**src/rtl/mux_arb_pkg.sv**
```systemverilog
// Shared types and sizes for the 16-requester round-robin mux arbiter.
// Combinational only: no latency and no backpressure apply.
package mux_arb_pkg;

    localparam int N     = 16;
    localparam int SEL_W = 4;

    typedef enum logic [1:0] {
        IDLE,
        BUSY,
        RELEASE
    } arb_state_t;

    typedef logic [SEL_W-1:0] sel_t;

endpackage

```
**src/rtl/rr_next_sel.sv**
```systemverilog
// Combinational round-robin search: the first set req bit strictly after ptr, wrapping modulo N.
// Latency 0 cycles. There is no backpressure: found is low when req is all zero.
module rr_next_sel
    import mux_arb_pkg::*;
(
    input  logic [N-1:0] req,
    input  sel_t         ptr,
    output logic         found,
    output sel_t         idx
);

    sel_t           w_start;
    logic [2*N-1:0] w_dbl;
    logic [N-1:0]   w_rot;
    sel_t           w_off;

    assign w_start = ptr + 1'b1;
    // Doubling the vector before the shift makes it a rotate, so bit 0 of w_rot is req[ptr+1].
    assign w_dbl   = {req, req} >> w_start;
    assign w_rot   = w_dbl[N-1:0];

    always_comb begin
        w_off = '0;
        for (int i = N - 1; i >= 0; i--) begin
            if (w_rot[i]) begin
                w_off = sel_t'(i);
            end
        end
    end

    assign found = |req;
    assign idx   = w_start + w_off;

endmodule

```
**src/rtl/mux16_rr_arbiter.sv**
```systemverilog
// Round-robin owner of a 16:1 single-bit mux: registered one-hot grant, select, data and valid. Optional MUXARB_TIMEOUT_EN caps each grant at MAX_HOLD cycles.
// Latency: grant 1 cycle after req; y/valid 1 cycle after the grant; at least 2 idle cycles between grants.
// Backpressure: the owner holds the mux until done, until its req drops, or until the timeout (timeout build only).
module mux16_rr_arbiter
    import mux_arb_pkg::*;
(
    input  logic         clk,
    input  logic         rst_n,
    input  logic [N-1:0] req,
    input  logic         done,
    input  logic [N-1:0] d,
    output logic [N-1:0] gnt,
    output sel_t         sel,
    output logic         y,
    output logic         valid
);

`ifdef MUXARB_TIMEOUT_EN
    parameter int MAX_HOLD = 8;
    logic [7:0] r_hold_cnt;
    logic [7:0] w_hold_nxt;
`endif

    arb_state_t   r_state, w_state_nxt;
    sel_t         r_ptr, w_ptr_nxt;
    logic [N-1:0] r_gnt, w_gnt_nxt;
    sel_t         r_sel, w_sel_nxt;
    logic         r_y, w_y_nxt;
    logic         r_valid, w_valid_nxt;
    logic         w_release;
    logic         w_found;
    sel_t         w_idx;

    rr_next_sel u_next (
        .req   (req),
        .ptr   (r_ptr),
        .found (w_found),
        .idx   (w_idx)
    );

    always_ff @(posedge clk or negedge rst_n) begin
        if (!rst_n) begin
            r_state <= IDLE;
            r_ptr   <= sel_t'(N - 1);
            r_gnt   <= '0;
            r_sel   <= '0;
            r_y     <= 1'b0;
            r_valid <= 1'b0;
`ifdef MUXARB_TIMEOUT_EN
            r_hold_cnt <= '0;
`endif
        end else begin
            r_state <= w_state_nxt;
            r_ptr   <= w_ptr_nxt;
            r_gnt   <= w_gnt_nxt;
            r_sel   <= w_sel_nxt;
            r_y     <= w_y_nxt;
            r_valid <= w_valid_nxt;
`ifdef MUXARB_TIMEOUT_EN
            r_hold_cnt <= w_hold_nxt;
`endif
        end
    end

    always_comb begin
        w_state_nxt = r_state;
        w_ptr_nxt   = r_ptr;
        w_gnt_nxt   = r_gnt;
        w_sel_nxt   = r_sel;
        w_y_nxt     = r_y;
        w_valid_nxt = r_valid;
        w_release   = done || !req[r_sel];
`ifdef MUXARB_TIMEOUT_EN
        w_hold_nxt  = r_hold_cnt;
        w_release   = w_release || (r_hold_cnt == 8'(MAX_HOLD - 1));
`endif
        case (r_state)
            IDLE: begin
                if (w_found) begin
                    w_gnt_nxt        = '0;
                    w_gnt_nxt[w_idx] = 1'b1;
                    w_sel_nxt        = w_idx;
                    w_ptr_nxt        = w_idx;
                    w_state_nxt      = BUSY;
`ifdef MUXARB_TIMEOUT_EN
                    w_hold_nxt       = '0;
`endif
                end
            end
            BUSY: begin
                w_y_nxt     = d[r_sel];
                w_valid_nxt = 1'b1;
                if (w_release) begin
                    w_gnt_nxt   = '0;
                    w_state_nxt = RELEASE;
                end else begin
`ifdef MUXARB_TIMEOUT_EN
                    if (r_hold_cnt != 8'hFF) begin
                        w_hold_nxt = r_hold_cnt + 8'd1;
                    end
`endif
                end
            end
            RELEASE: begin
                w_valid_nxt = 1'b0;
                w_state_nxt = IDLE;
            end
            default: begin
                w_gnt_nxt   = '0;
                w_state_nxt = IDLE;
            end
        endcase
    end

    assign gnt   = r_gnt;
    assign sel   = r_sel;
    assign y     = r_y;
    assign valid = r_valid;

endmodule
```
**config.mk**
```make
export PLATFORM = sky130hd
export DESIGN_NAME = mux16_rr_arbiter
export DESIGN_NICKNAME = d
export VERILOG_FILES = /design/src/rtl/mux_arb_pkg.sv /design/src/rtl/rr_next_sel.sv /design/src/rtl/mux16_rr_arbiter.sv
export SDC_FILE = /design/constraint.sdc
export NUM_CORES = 1
export LEC_CHECK = 0
export BUFFER_PORTS_ARGS = -buffer_cell sky130_fd_sc_hd__buf_2
export CORE_ASPECT_RATIO = 0.9
export CORE_MARGIN = 5
export CORE_UTILIZATION = 60
export DETAILED_ROUTE_END_ITERATION = 8
export HOLD_SLACK_MARGIN = 0.03
export PLACE_DENSITY = 0.84
export SYNTH_ARGS = -nofsm -noshare
export SYNTH_HDL_FRONTEND = slang
export SYNTH_HIERARCHICAL = 1
export SYNTH_SLANG_ARGS = --single-unit
```
**constraint.sdc**
```tcl
create_clock -name clk -period 9.85 [get_ports clk]
set_clock_uncertainty 0.2 [all_clocks]
set_input_delay 1.97 -clock clk [delete_from_list [all_inputs] [get_ports clk]]
set_output_delay 1.97 -clock clk [all_outputs]
set_load 0.02 [all_outputs]
```
## Word-level counts from Yosys, hierarchy flattened

Index checks and enable logic that the tools add are counted.

- Bits in registers: 28
- Output and inout port bits: 22
- Input port bits: 35
- Logic and storage cells: 55

- Shift-type cells: 1
- Magnitude comparators: 3
- Reductions and logical operators: 9
- Muxes and demuxes: 29
- Bitwise gates (word level): 1
- $add $sub $neg: 2
- Equality and inequality tests: 4

Operators by type and width:

| cell | number |
|---|---|
| $mux W4 | 16 |
| $pmux W16 S3 | 1 |
| $mux W16 | 2 |
| $shr A32 B4 Y16 | 1 |
| $reduce_or A16 Y1 | 1 |
| $lt A4 B5 Y1 const B | 2 |
| $bmux W1 S4 | 2 |
| $add A4 B1 Y4 const B | 1 |
| $add A4 B4 Y4 | 1 |
| $demux W1 S4 | 1 |
| $ge A4 B1 Y1 const B | 1 |
| $mux W2 | 2 |
| $pmux W2 S2 | 1 |
| $reduce_and A2 Y1 | 2 |
| $mux W1 | 3 |
| $reduce_and A3 Y1 | 1 |
| $eq A2 B1 Y1 const B | 1 |
| $eq A2 B2 Y1 const B | 1 |
| $logic_not A2 Y1 | 1 |
| $ne A2 B1 Y1 const B | 1 |
| $ne A2 B2 Y1 const B | 1 |
| $pmux W1 S2 | 1 |
| $reduce_bool A2 Y1 | 1 |
| $logic_and A1 B1 Y1 | 1 |
| 3 further kinds | 3 |

## Logic depth before layout (Yosys ltp)

Gate-level depths: netlist (run 1).

- Depth after elaboration: 25
- Mapped depth: 17
- Mapped depth without buffers: 15

## Modules after synthesis

Netlist (run 1), hierarchy kept.

By module, submodules not included:

| module | area an instance (µm²) | instances | cells each |
|---|---|---|---|
| mux16_rr_arbiter | 1572.8 | 1 | 120 |
| rr_next_sel | 1251.2 | 1 | 104 |

## Least setup slack after synthesis (run 1)

No wires, ideal clock.

- Path type: input to register
- Start point: input req[12]
- End point: register r_gnt[5], in the netlist gnt[5]
- Setup time: 0.125 ns
- Arrival time: 5.045 ns
- Path buffers: 0
- Stages: 14
- Path slack: 4.480 ns
- Cells stage by stage: mux4_1 -> mux2_2 -> mux2i_1 -> nand2_1 -> a31o_2 -> a21oi_1 -> ha_1 -> a21o_1 -> a21oi_1 -> xnor2_1 -> xnor2_1 -> or2b_1 -> nor2_1 -> mux2_4

- Cells in the longest elaborated chain, start to end: 24
- Elaborated cells on any way between the ends: 33
- Those cells by class: 1 x add/sub; 2 x order compare; 2 x eq/ne; 1 x shift; 22 x mux; 5 x reduce/logical

Ends and longest elaborated chain:

| element | RTL line | text |
|---|---|---|
| start: declaration | mux16_rr_arbiter.sv:9 | `input logic [N-1:0] req,` |
| $shr A32 B4 Y16 (*) | rr_next_sel.sv:19 | `assign w_dbl = {req, req} >> w_start;` |
| $mux W4 (15 in a row) | rr_next_sel.sv:25 | `if (w_rot[i]) begin` |
| $mux W4 (*) | rr_next_sel.sv:25 |  |
| $add A4 B4 Y4 (*) | rr_next_sel.sv:32 | `assign idx = w_start + w_off;` |
| net w_idx[3] | mux16_rr_arbiter.sv:32 | `sel_t w_idx;` |
| $lt A4 B5 Y1 (not written as such) / $ge A4 B1 Y1 (equally long branches) | mux16_rr_arbiter.sv:81 | `w_gnt_nxt[w_idx] = 1'b1;` |
| $logic_and A1 B1 Y1 (not written as such) | mux16_rr_arbiter.sv:81 |  |
| $mux W1 (not written as such) | mux16_rr_arbiter.sv:81 |  |
| $demux W1 S4 (*) | mux16_rr_arbiter.sv:81 |  |
| $mux W16 (*) | mux16_rr_arbiter.sv:79 | `if (w_found) begin` |
| $pmux W16 S3 (*) | mux16_rr_arbiter.sv:77 | `case (r_state)` |
| end signal: assignment | mux16_rr_arbiter.sv:55 | `r_gnt <= w_gnt_nxt;` |
| end: declaration | mux16_rr_arbiter.sv:26 | `logic [N-1:0] r_gnt, w_gnt_nxt;` |

The timed path passes the listed nets; every way through them passes the cells marked *. The select of a mux whose other input is x is not followed.
A chain may end at the register's enable or synchronous reset.

## Worst setup path after layout (run 1)

- Start point: input req[12]
- End point: register r_gnt[7], in the netlist gnt[7]

The elaborated chain is that of the path after synthesis.

==> results of run 1 <==
## layer usage
metal  track usage  up-vias
met2         0.371       75
li1              -      984
met4        0.0480        0
met3        0.0311        8
met5             0        -
met1         0.309     1042
## cell type report
cell class	instances	area, sq um
multi-input combinational	180	1970
fill	317	1430
sequential	28	706
timing repair buffer	56	280
tap	62	77.6
clock buffer	3	41.3
inverter	4	15.0
## registers in the layout, summed over array words and instances (netlist names)
register,count
gnt,16
sel,4
r_ptr,4
r_state,2
valid,1
y,1
## through the flow
stage	worst slack (ps)	area, sq um
6_report	4090	3090
5_1_grt	3810	3090
4_1_cts	4180	3090
3_5_place_dp	3910	3050
3_3_place_gp	3970	3050
2_1_floorplan	4480	2820
## logic make-up after synthesis
| logic type | count (synthesis) | share of synthesized area |
|---|---|---|
| xor+xnor | 5 | 0.0248 |
| fa+ha+maj | 9 | 0.0425 |
| compound gates | 25 | 0.0682 |
| mux | 80 | 0.439 |
| simple gates | 61 | 0.125 |
| flops | 28 | 0.250 |
| buf+inv | 16 | 0.0514 |
## synthesized netlist by cell type, drive strengths merged (5+ instances only)
master  number
mux2        32
dfrtp       24
buf         12
a21o        10
mux4        23
and3         5
nor2        18
nand3b       5
nand2        8
mux2i       25
ha           8
## worst max-delay path, stage by stage
cell     delay, ps
buf_2          130
mux4_1         570
mux2_2         310
mux2i_1        300
nand2_1        130
a31o_2         270
a21oi_1        220
ha_1           280
a21o_1         160
a21oi_1        170
xnor2_1        100
xnor2_1        520
or2b_1         250
nor2_1          60
mux2_4         270
## final timing paths
path	endpoint	slack, ps
setup / recovery	gnt[7]$_DFFE_PN0P_	4090
hold / removal	gnt[1]$_DFFE_PN0P_	310
setup reg to reg	gnt[7]$_DFFE_PN0P_	4270
hold reg to reg	gnt[1]$_DFFE_PN0P_	310
max in group asynchronous	r_state[0]$_DFFE_PN0P_	7570
min in group asynchronous	gnt[8]$_DFFE_PN0P_	1490
==> results.yml, run 1 <==
status:
  status: "finished, final reports clean"
clock_network:
  post_cts_buffers: 0
  cts_max_level: 1
  cts_resized: 0
  clockRootBuffer: "clkbuf_8"
  clk_pin_slew_worst_paths_ps: 90
  cts_sinks: 28
  cts_inserted_buffers: 3
  cts_tree: "yes"
  hold_buffers: 0
  worstSkewPairLatency_ps: 270
  cts_buffer_depth: 2
cells_and_area:
  areaGrowthSynthToFinish_pct: 9.53
  final_util: 0.685
  stdcell_count: 333
  nets: 317
  layout_common_cells: "buf_2, mux2i_1, dfrtp_1, mux2_2, nor2_1"
  drive_gt1_frac: 0.410
  antenna_cells: 0
  final_common_cell: "buf_2"
yosys:
  yosys-top-cells-area: "dfrtp_1, mux4_1, mux2i_1"
  ys_seq_elements: 28
  yosysUniqueCellTypes: 51
  synth_edf_count: 0
  ys.flop_type: "dfrtp_1"
  syn-cell-area_sq_mm: 0.00282
  syn-num-nets: 268
  synth_area_leader_cell: "dfrtp_1"
  syn_inst: 224
  synthArstFlopShare: 1.00
  yosysSeqAreaShare: 0.250
  yosysWarnings: 6
  synth_top_cell_area_share: 0.213
  synth_area_per_cell_sq_um: 12.6
sta:
  worst_slew_margin_rel: 0.337
  setup_viol: 0
  finalMaxSlewViolations: 0
  period_share: 0.585
  rsz0062_at_grt: "false"
  whs_ps: 312
  tns_ps: 0
  tightest_slew_ps: 993
  hold_viol_final: 0
  fmax_mhz: 174
  period_minus_slack_ps: 5760
hold_path:
  min_from: "gnt[1]$_DFFE_PN0P_"
  hp-class: "flip-flop to flip-flop"
  hold_path_depth: 1
route:
  dr.pass1.iters: 4
  drtAntennaViolNets: 0
  route.met3.wl_um: 302
  via_per_inst: 6.33
  top_layer_used: "met4"
  wl_per_cell_um: 18.6
  drc: 0
  wl_met1_mm: 2.78
  wl_mm: 6.18
  dr_wl_met2_mm: 3.03
  vias: 2109
  drt-initial-drc-count: 110
worst_setup_path:
  start_kind: "input pin"
  crit_required_ps: 9810
  cp.arrival_ps: 5720
  cp_max_fo: 8
  critPathLaunch: "req[12]"
  r2r_cells: 15
  r2r_start: "r_ptr[0]$_DFFE_PN1P_"
  crit_type: "input pin to flip-flop"
  end_kind: "flip-flop"
global_routing:
  grt_pass1_vias: 2186
  grt_start_max_net_pins: 29
  grt_util_all_layers: 0.222
  grt_overflow: 0
  grt_pass1_wl_mm: 10.6
  antenna_found_initial: 0
place:
  gp_congestion: 0.917
  io_buffers: 56
  placedCellCount: 330
  hpwl_mm: 4.78
die:
  die_w_um: 82.3
  die_h_um: 75.1
  coreArea_sq_mm: 0.00452
  ios: 57
  die_area_sq_mm: 0.00618
  row_count: 23
  start_util: 0.625
job:
  maxCapViolCount: 0
Power of run 1 is not shown: default switching activity piles up to over one toggle a cycle in this logic, so the estimate is an artifact.
==> inputs of run 2 (changes only) <==
Settings changed: CORE_UTILIZATION 60 to 56, PLACE_DENSITY 0.84 to 0.79.
Clock period 9.85 ns to 5.5 ns, I/O delays scaled along.
==> run 2 against run 1 <==
Against the previous run:
- utilization decreased by 4.4 points
- count of clock-buffer cells in the layout increased by 1
- register-to-register slack got worse by 3800 ps
==> results.yml, run 2 (synthesis results as in run 1) <==
global_routing:
  antenna_found_initial: 0
  grt_pass1_wl_mm: 10.0
  grt_pass1_vias: 2087
  grt_util_all_layers: 0.182
  grt_overflow: 0
  grt_start_max_net_pins: 29
cells_and_area:
  layout_common_cells: "buf_2, mux2i_1, dfrtp_1, mux2_2, nor2_1"
  largest_reg_flops: 16
  antenna_cells: 0
  nets: 319
  final_util: 0.640
  areaGrowthSynthToFinish_pct: 10.3
  drive_gt1_frac: 0.412
  final_common_cell: "buf_2"
sta:
  fmax_mhz: 197
  rsz0062_at_grt: "false"
  tns_ps: 0
  worst_slew_margin_rel: 0.436
  hold_viol_final: 0
  setup_viol: 0
  tightest_slew_ps: 846
  period_share: 0.923
  finalMaxSlewViolations: 0
  period_minus_slack_ps: 5070
die:
  die_h_um: 77.4
  row_count: 24
  coreArea_sq_mm: 0.00486
  die_w_um: 84.9
  ios: 57
  start_util: 0.581
  die_area_sq_mm: 0.00657
worst_setup_path:
  crit_required_ps: 5460
  cp.arrival_ps: 5030
  end_kind: "flip-flop"
  crit_type: "flip-flop to flip-flop"
  cp_max_fo: 18
  start_kind: "flip-flop"
clock_network:
  clockRootBuffer: "clkbuf_8"
  cts_tree: "yes"
  worstSkewPairLatency_ps: 260
  post_cts_buffers: 0
  cts_buffer_depth: 2
  cts_sinks: 28
  clk_pin_slew_worst_paths_ps: 90
  hold_buffers: 0
  cts_max_level: 1
  cts_resized: 0
  cts_inserted_buffers: 3
route:
  wl_per_cell_um: 17.5
  drt-initial-drc-count: 148
  via_per_inst: 6.03
  drtAntennaViolNets: 0
  vias: 2044
  dr.pass1.iters: 4
  wl_mm: 5.94
  drc: 0
place:
  hpwl_mm: 4.62
  gp_congestion: 0.865
  io_buffers: 56
hold_path:
  hp-class: "flip-flop to flip-flop"
status:
  status: "finished, final reports clean"
job:
  maxCapViolCount: 0
## run 2: final timing paths
kind / endpoint / depth (start not counted) / from / slack (ps)
setup / recovery: gnt[7]$_DFFE_PN0P_ / 15 / r_ptr[1]$_DFFE_PN1P_ / 430
hold / removal: gnt[12]$_DFFE_PN0P_ / 1 / gnt[12]$_DFFE_PN0P_ / 310
setup reg to reg: gnt[7]$_DFFE_PN0P_ / 15 / r_ptr[1]$_DFFE_PN1P_ / 430
hold reg to reg: gnt[12]$_DFFE_PN0P_ / 1 / gnt[12]$_DFFE_PN0P_ / 310
max in group asynchronous: gnt[0]$_DFFE_PN0P_ / 1 / rst_n / 4070
min in group asynchronous: gnt[12]$_DFFE_PN0P_ / 1 / rst_n / 630
## run 2: worst max-delay path, stage by stage, from the launching register on
cell and delay [ps]:
dfstp_2 550, ha_1 600, mux4_1 680, mux2_2 300, mux2i_1 270, nand2_1 130
a31o_2 260, a21oi_1 220, ha_1 280, a21o_1 150, a21oi_1 170, xnor2_1 100
xnor2_1 500, or2b_1 240, nor2_1 60, mux2_4 260
## run 2: routing by layer
| layer | up-vias | part of all wire | global-route usage |
|---|---|---|---|
| met2 | 57 | 0.49 | 0.302 |
| met4 | 0 | 0.011 | 0.0380 |
| met1 | 996 | 0.45 | 0.257 |
| met5 | - | 0 | 0 |
| met3 | 6 | 0.046 | 0.0265 |
| li1 | 985 | - | - |
## run 2: area by class of cell
| class | count | area (sq um) |
|---|---|---|
| clock buffer | 4 | 45.0 |
| inverter | 4 | 15.0 |
| multi-input combinational | 180 | 1970 |
| timing repair buffer | 58 | 295 |
| tap | 65 | 81.3 |
| sequential | 28 | 706 |
| fill | 388 | 1750 |
## run 2: per-stage QoR
stage | std cells | area (sq um) | setup WS, ps | hold slack [ps]
6_report | 339 | 3120 | 426 | 313
5_1_grt | 339 | 3120 | 41.9 | 324
4_1_cts | 339 | 3120 | 420 | 316
3_5_place_dp | 335 | 3070 | 424 | 290
3_3_place_gp | 335 | 3070 | 565 | 285
2_1_floorplan | 224 | 2820 | 1000 | 286
Power of run 2 is left out for the same reason.
